### src/rtl/digit_scan_ctrl.sv
// digit_scan_ctrl
//
// Walks a horizontal row of NDIG digit boxes in step with a VGA timing
// generator and tells a single shared digit renderer which digit is under
// the beam, where the beam sits inside that digit's box, and whether the
// renderer's paint output should be let through. It also owns the digit
// values: new values are captured on request and only become visible at
// the next frame boundary, so a frame never shows a half-updated number.
//
// Parameters
//   NDIG        number of digits side by side (1..8)
//   DW, DL      digit box width / height in pixels
//   GAP         horizontal distance from the last column of one box to the
//               first column of the next one (at least 1)
//   POSX, POSY  top-left pixel of digit 0
//
// Ports
//   clk         pixel clock, all state on the rising edge
//   rst         synchronous active-high reset
//   hcount      current pixel column from the timing generator
//   vcount      current pixel row from the timing generator
//   data        digit values, data[4*NDIG-1 -: 4] is digit 0 (leftmost)
//   load        one-cycle request to capture data
//   blink_mask  per-digit blink enable, bit NDIG-1 is digit 0
//   ack         one-cycle pulse when captured data becomes displayed data
//   pending     captured data is waiting for the next frame start
//   dig_hcount  column inside the active digit box
//   dig_vcount  row inside the digit box (vcount - POSY)
//   dig_value   value of the active digit
//   dig_en      qualifies the renderer's paint output
//
// All outputs describe the hcount/vcount sample of the previous clock.
//
// Optional feature: define DIGIT_SCAN_LZB_EN to blank leading zero digits
// (the rightmost digit is always shown).

module digit_scan_ctrl #(
    parameter int          NDIG = 4,
    parameter logic [10:0] DW   = 11'd50,
    parameter logic [10:0] DL   = 11'd100,
    parameter int          GAP  = 20,
    parameter logic [10:0] POSX = 11'd0,
    parameter logic [10:0] POSY = 11'd0
) (
    input  logic                clk,
    input  logic                rst,
    input  logic [10:0]         hcount,
    input  logic [10:0]         vcount,
    input  logic [4*NDIG-1:0]   data,
    input  logic                load,
    input  logic [NDIG-1:0]     blink_mask,
    output logic                ack,
    output logic                pending,
    output logic [10:0]         dig_hcount,
    output logic [10:0]         dig_vcount,
    output logic [3:0]          dig_value,
    output logic                dig_en
);

    typedef enum logic [1:0] {
        ST_IDLE,
        ST_DIGIT,
        ST_GAP
    } scan_state_t;

    localparam logic [2:0]  LAST_IDX = 3'(NDIG - 1);
    localparam logic [10:0] GAP_END  = 11'(GAP - 1);

    scan_state_t        state;
    scan_state_t        state_nxt;
    scan_state_t        cur_state;
    logic [10:0]        col;
    logic [10:0]        col_nxt;
    logic [10:0]        col_inc;
    logic [2:0]         idx;
    logic [2:0]         idx_nxt;
    logic [2:0]         idx_inc;
    logic [10:0]        vrel;
    logic               line_start;
    logic               frame_start;
    logic [4*NDIG-1:0]  act_data;
    logic [4*NDIG-1:0]  act_nxt;
    logic [4*NDIG-1:0]  pend_data;
    logic [5:0]         fcnt;
    logic [5:0]         fcnt_nxt;
    logic [3:0]         sel_value;
    logic               sel_blink;
    logic               blank;
    logic               en_d;
    logic [10:0]        hcnt_d;
    logic [10:0]        vcnt_d;
    logic [3:0]         value_d;
`ifdef DIGIT_SCAN_LZB_EN
    logic [NDIG-1:0]    lz_vec;
    logic               zero_run;
    logic               sel_lz;
`endif

    // Row test relies on 11-bit wrap: rows above POSY wrap to a value far
    // larger than DL, so one unsigned compare covers both bounds.
    assign vrel        = vcount - POSY;
    assign line_start  = (hcount == POSX) && (vrel <= DL);
    assign frame_start = (hcount == 11'd0) && (vcount == 11'd0);
    assign col_inc     = col + 11'd1;
    assign idx_inc     = idx + 3'd1;

    // Values and frame count as they will be after this clock; the pixel
    // sampled at frame start is already drawn with the freshly applied data.
    assign act_nxt  = (frame_start && pending) ? pend_data : act_data;
    assign fcnt_nxt = frame_start ? (fcnt + 6'd1) : fcnt;

    // Scan state register. The registered state always describes the
    // previous hcount sample, so it also drives the output decode directly.
    always_ff @(posedge clk) begin
        if (rst) begin
            state <= ST_IDLE;
            col   <= 11'd0;
            idx   <= 3'd0;
        end else begin
            state <= state_nxt;
            col   <= col_nxt;
            idx   <= idx_nxt;
        end
    end

    // Next-state logic. Column 0 of every line restarts the scan, and the
    // start check is still made from that restart so that POSX = 0 works.
    // A box spans COL 0..DW; the gap spans COL 0..GAP-2, which puts each
    // box exactly DW+GAP pixels after the previous one. GAP = 1 means the
    // boxes touch and the gap state is skipped altogether.
    always_comb begin
        cur_state = (hcount == 11'd0) ? ST_IDLE : state;
        state_nxt = cur_state;
        col_nxt   = col;
        idx_nxt   = idx;
        case (cur_state)
            ST_IDLE: begin
                col_nxt = 11'd0;
                idx_nxt = 3'd0;
                if (line_start) begin
                    state_nxt = ST_DIGIT;
                end
            end
            ST_DIGIT: begin
                if (col == DW) begin
                    col_nxt = 11'd0;
                    if (idx == LAST_IDX) begin
                        state_nxt = ST_IDLE;
                        idx_nxt   = 3'd0;
                    end else if (GAP == 1) begin
                        state_nxt = ST_DIGIT;
                        idx_nxt   = idx_inc;
                    end else begin
                        state_nxt = ST_GAP;
                    end
                end else begin
                    col_nxt = col_inc;
                end
            end
            ST_GAP: begin
                if (col_inc == GAP_END) begin
                    state_nxt = ST_DIGIT;
                    col_nxt   = 11'd0;
                    idx_nxt   = idx_inc;
                end else begin
                    col_nxt = col_inc;
                end
            end
            default: begin
                state_nxt = ST_IDLE;
                col_nxt   = 11'd0;
                idx_nxt   = 3'd0;
            end
        endcase
    end

`ifdef DIGIT_SCAN_LZB_EN
    // Leading-zero detection: lz_vec[k] is set when digits 0..k are all
    // zero. The last digit is never included so a value of zero still
    // shows a single 0.
    always_comb begin
        zero_run = 1'b1;
        lz_vec   = '0;
        for (int k = 0; k < NDIG - 1; k++) begin
            zero_run  = zero_run & (act_nxt[4*(NDIG-1-k) +: 4] == 4'd0);
            lz_vec[k] = zero_run;
        end
        sel_lz = 1'b0;
        for (int k = 0; k < NDIG; k++) begin
            if (idx_nxt == 3'(k)) begin
                sel_lz = lz_vec[k];
            end
        end
    end
`endif

    // Output decode for the pixel just sampled: pick the active digit's
    // value and blink bit, then zero everything unless we are in a box.
    always_comb begin
        sel_value = 4'd0;
        sel_blink = 1'b0;
        for (int k = 0; k < NDIG; k++) begin
            if (idx_nxt == 3'(k)) begin
                sel_value = act_nxt[4*(NDIG-1-k) +: 4];
                sel_blink = blink_mask[NDIG-1-k];
            end
        end
        blank = sel_blink & fcnt_nxt[5];
`ifdef DIGIT_SCAN_LZB_EN
        blank = blank | sel_lz;
`endif
        en_d    = 1'b0;
        hcnt_d  = 11'd0;
        vcnt_d  = 11'd0;
        value_d = 4'd0;
        if (state_nxt == ST_DIGIT) begin
            en_d    = ~blank;
            hcnt_d  = col_nxt;
            vcnt_d  = vrel;
            value_d = sel_value;
        end
    end

    // Data capture, frame bookkeeping and the output registers. A load that
    // lands on frame start still lets the older pending data go live; the
    // new data then waits for the following frame.
    always_ff @(posedge clk) begin
        if (rst) begin
            act_data   <= '0;
            pend_data  <= '0;
            pending    <= 1'b0;
            fcnt       <= 6'd0;
            ack        <= 1'b0;
            dig_en     <= 1'b0;
            dig_hcount <= 11'd0;
            dig_vcount <= 11'd0;
            dig_value  <= 4'd0;
        end else begin
            act_data <= act_nxt;
            fcnt     <= fcnt_nxt;
            ack      <= frame_start & pending;
            if (load) begin
                pend_data <= data;
                pending   <= 1'b1;
            end else if (frame_start) begin
                pending <= 1'b0;
            end
            dig_en     <= en_d;
            dig_hcount <= hcnt_d;
            dig_vcount <= vcnt_d;
            dig_value  <= value_d;
        end
    end

endmodule

### config.mk
export PLATFORM = sky130hd
export DESIGN_NAME = digit_scan_ctrl
export DESIGN_NICKNAME = d
export VERILOG_FILES = /design/src/rtl/digit_scan_ctrl.sv
export SDC_FILE = /design/constraint.sdc
export NUM_CORES = 1
export LEC_CHECK = 0
export BUFFER_PORTS_ARGS = -buffer_cell sky130_fd_sc_hd__buf_2
export CAP_MARGIN = 20
export CORE_MARGIN = 2
export CORE_UTILIZATION = 30
export CTS_BUF_LIST = sky130_fd_sc_hd__clkbuf_8
export DETAILED_ROUTE_END_ITERATION = 10
export SLEW_MARGIN = 25
export SYNTH_ARGS = -nofsm -noshare
export SYNTH_HDL_FRONTEND = slang
export SYNTH_SLANG_ARGS = --single-unit
### constraint.sdc
create_clock -name clk -period 7.35 [get_ports clk]
set_input_delay 0.3675 -clock clk [delete_from_list [all_inputs] [get_ports clk]]
set_output_delay 0.3675 -clock clk [all_outputs]
set_load 0.03 [all_outputs]
==> out/metrics.csv <==
metric;value;unit
grt_max_degree;49;
gp_congestion;0.844;
final.setup.tns;0;ns
multiInputGateArea;1880;sq um
worst_hold_path.endpoint;dig_vcount[8]$_SDFF_PP0_;
fillerInstances;1222;
seqPwrFrac;55.6;%
clk_path_buf_depth;2;
synth_edf_count;0;
period_needed;3.41;ns
cts_max_level;3;
synth_top_cell_area_share;45.0;%
routed_wl;8140;um
fin_crit_sh;46.4;%
worstPathMaxFanout;20;
dominantRegCellSynth;dfxtp_1;
swShare;23.0;%
avgSynthCellArea;9.01;sq um
tightest_slew;0.939;ns
min_from;vcount[8];
r2r_end;dig_value[0]$_SDFF_PP0_;
pwr_density_cell;190;nW/um^2
synth_top_cell_by_area;dfxtp_1;
hold_viol;0;
synth_nets;464;
r2r_start;col[3]$_SDFF_PP0_;
cts-root-buf;clkbuf_8;
rsz0062_at_grt;false;
startpoint_type;input port;
numCtsBuffers;9;
yosysSeqAreaShare;45.0;%
hold_path.class;in -> reg;
antenna_found_initial;0;
area_delta_synth_final;17.6;%
clk_pin_slew;0.09;ns
coreArea;12000;sq um
place_hpwl;6000;um
max_freq;293;MHz
io_pins;74;
outcome;complete, no violations;
vias_per_cell;4.85;
vias;3020;
holdBufCountCts;0;
design_area;4350;sq um
seq_area;1660;sq um
rrSetupSlack;4.27;ns
drtIter0Drc;107;
synth-seq-cells;83;
cts_tree;done;
dpl_cell_area;4150;sq um
first_pass_iters;4;
cts_resized;0;
fin_skew;0.0102;ns
synth_warnings;0;
yosysUniqueCellTypes;54;
core.rowCount;40;
die_y;115;um
crit_arrival;3.67;ns
syn_area;3700;sq um
grt-ovfl-total;0;
clock_latency;0.36;ns
p_clk_share;40.4;%
p_int;637;uW
cts_setup_buffers;0;
wire_per_inst;13.1;um
drc;0;
netlist_instances;410;
final_max_slew_viol_count;0;
gr-usage-all-layers;12.9;%
r2r_cells;8;
drive_gt1_share;22.7;%
startpoint;hcount[2];
hold-path-cell-count;2;
combPwrFrac;4.0;%
max-vdd-ir-drop;86.2;uV
grt_pass1_vias;3004;
maxCapViolations;0;
fp.dieW;115;um
setup_viol;0;
fin_nets;526;
synth.area.top_cells;dfxtp_1 45%, mux2i_1 5.7%, nor2_1 5.6%;
port_buffers;73;
worstSetupPathType;in -> reg;
ant_nets;0;
crit_required;7.61;ns
slew_headroom;37.4;%
diodes;0;
dieArea;13200;sq um
crit_path_end_kind;register;
power_leakage;0.00174;uW
cts.sinks;83;
initial_utilization;30.8;%
synthArstFlopShare;0;%
grt_pass1_wl;13700;um
p_sw;190;uW
-- synthesized netlist by cell type (3+ instances only) --
cell,instances
mux4_2,3
nand2_1,49
o21ai_0,8
nor3_1,17
a41oi_1,3
and2_1,13
xor2_1,6
buf_4,3
and3_1,4
or3_1,4
xnor2_1,9
nand3_1,13
a21oi_1,27
nand2b_1,3
inv_1,9
nor2_1,55
buf_2,3
clkbuf_1,15
nand4_1,5
a32o_1,4
dfxtp_1,83
nor4_1,5
ha_1,9
mux2i_1,21
-- state kept, by name (all words and copies together) (netlist names) --
register	count
pending	1
dig_vcount	11
dig_hcount	11
pend_data	16
col	11
act_data	16
idx	3
state	2
dig_en	1
dig_value	4
fcnt	6
ack	1
-- per-stage QoR --
stage / worst slack, ns / std cells / hold slack [ns] / total power [uW] / util [%]
after floorplan: 3.94 / 410 / 0.427 / 485 / -
after global placement: 3.63 / 608 / 0.435 / 503 / 34.5
after detailed placement: 3.56 / 608 / 0.445 / 504 / 34.5
after CTS: 3.95 / 623 / 0.220 / 840 / 36.2
after global routing: 3.74 / 623 / 0.222 / 864 / 36.2
final: 3.94 / 623 / 0.232 / 827 / 36.2
-- power by group through the flow --
stage / Clock (uW) / Sequential, uW / Combinational [uW]
floorplan: 0 / 469 / 16.3
global placement: 0 / 470 / 32.4
detailed placement: 0 / 471 / 33.3
CTS: 347 / 460 / 33.3
global route: 366 / 461 / 37.1
finish: 335 / 460 / 32.7
-- per-layer routing --
layer / routed length, um / GRT usage [%] / part of all wire [%]
met2: 4140 / 22.6 / 51
met3: 316 / 2.69 / 3.9
met5: 0 / 0 / 0
met1: 3620 / 15.1 / 44
met4: 67 / 5.78 / 0.82
-- how the worst max path moves through the flow --
stage	slack [ns]	cells past startpoint	endpoint
final	3.94	11	dig_value[0]$_SDFF_PP0_
after global routing	3.74	11	dig_value[0]$_SDFF_PP0_
after CTS	3.95	11	dig_value[0]$_SDFF_PP0_
after detailed placement	3.56	11	dig_value[0]$_SDFF_PP0_
after global placement	3.63	11	dig_value[0]$_SDFF_PP0_
after floorplan	3.94	11	dig_value[1]$_SDFF_PP0_
-- cell type report --
cell class / instances / area share (%)
Timing Repair Buffer: 75 / 8.75
Sequential cell: 83 / 38.2
Multi-Input combinational cell: 293 / 43.3
Tap cell: 147 / 4.23
Inverter: 10 / 0.864
Clock buffer: 10 / 3.17
Clock inverter: 5 / 1.44
-- placed cells by master, fill, tap and decap left out, drive strengths merged, types with 2 or more instances in the layout --
cell	n
nor2	55
a32o	4
o22ai	2
nor2b	2
or3	5
nor3	19
o31ai	3
nor4bb	2
mux2i	21
mux4	4
xnor2	9
ha	9
a21oi	27
clkinvlp	2
inv	11
a31oi	3
clkbuf	10
and3	4
a41oi	3
and2	13
nor4	6
nand2b	3
or4	2
xor2	6
o21ai	8
nand2	49
or2	2
nand3	14
nand4	6
buf	75
o21a	2
dfxtp	83
-- worst max-delay path, stage by stage --
cell and delay [ns]:
buf_2 0.10, or4_1 0.53, o31ai_2 0.49, ha_1 0.41, inv_1 0.25, nor3_1 0.08
and4_1 0.21, nor3_2 0.14, buf_4 0.28, mux4_1 0.59, a32o_1 0.21
-- cell families (layout without fill, tap and decap cells) --
kind of cell / after synthesis / in the layout / share of synthesized area, %
XOR/XNOR: 15 / 15 / 3.55
AO/OA/AOI/OAI: 60 / 60 / 11.2
AND/OR/NAND/NOR: 184 / 184 / 24.8
multiplexers: 25 / 25 / 8.23
adder cells (fa/ha/maj): 9 / 9 / 3.05
flip-flops: 83 / 83 / 45.0
buffers and inverters: 34 / 100 / 4.26
Note: power is estimated with default switching activity, not from simulation.
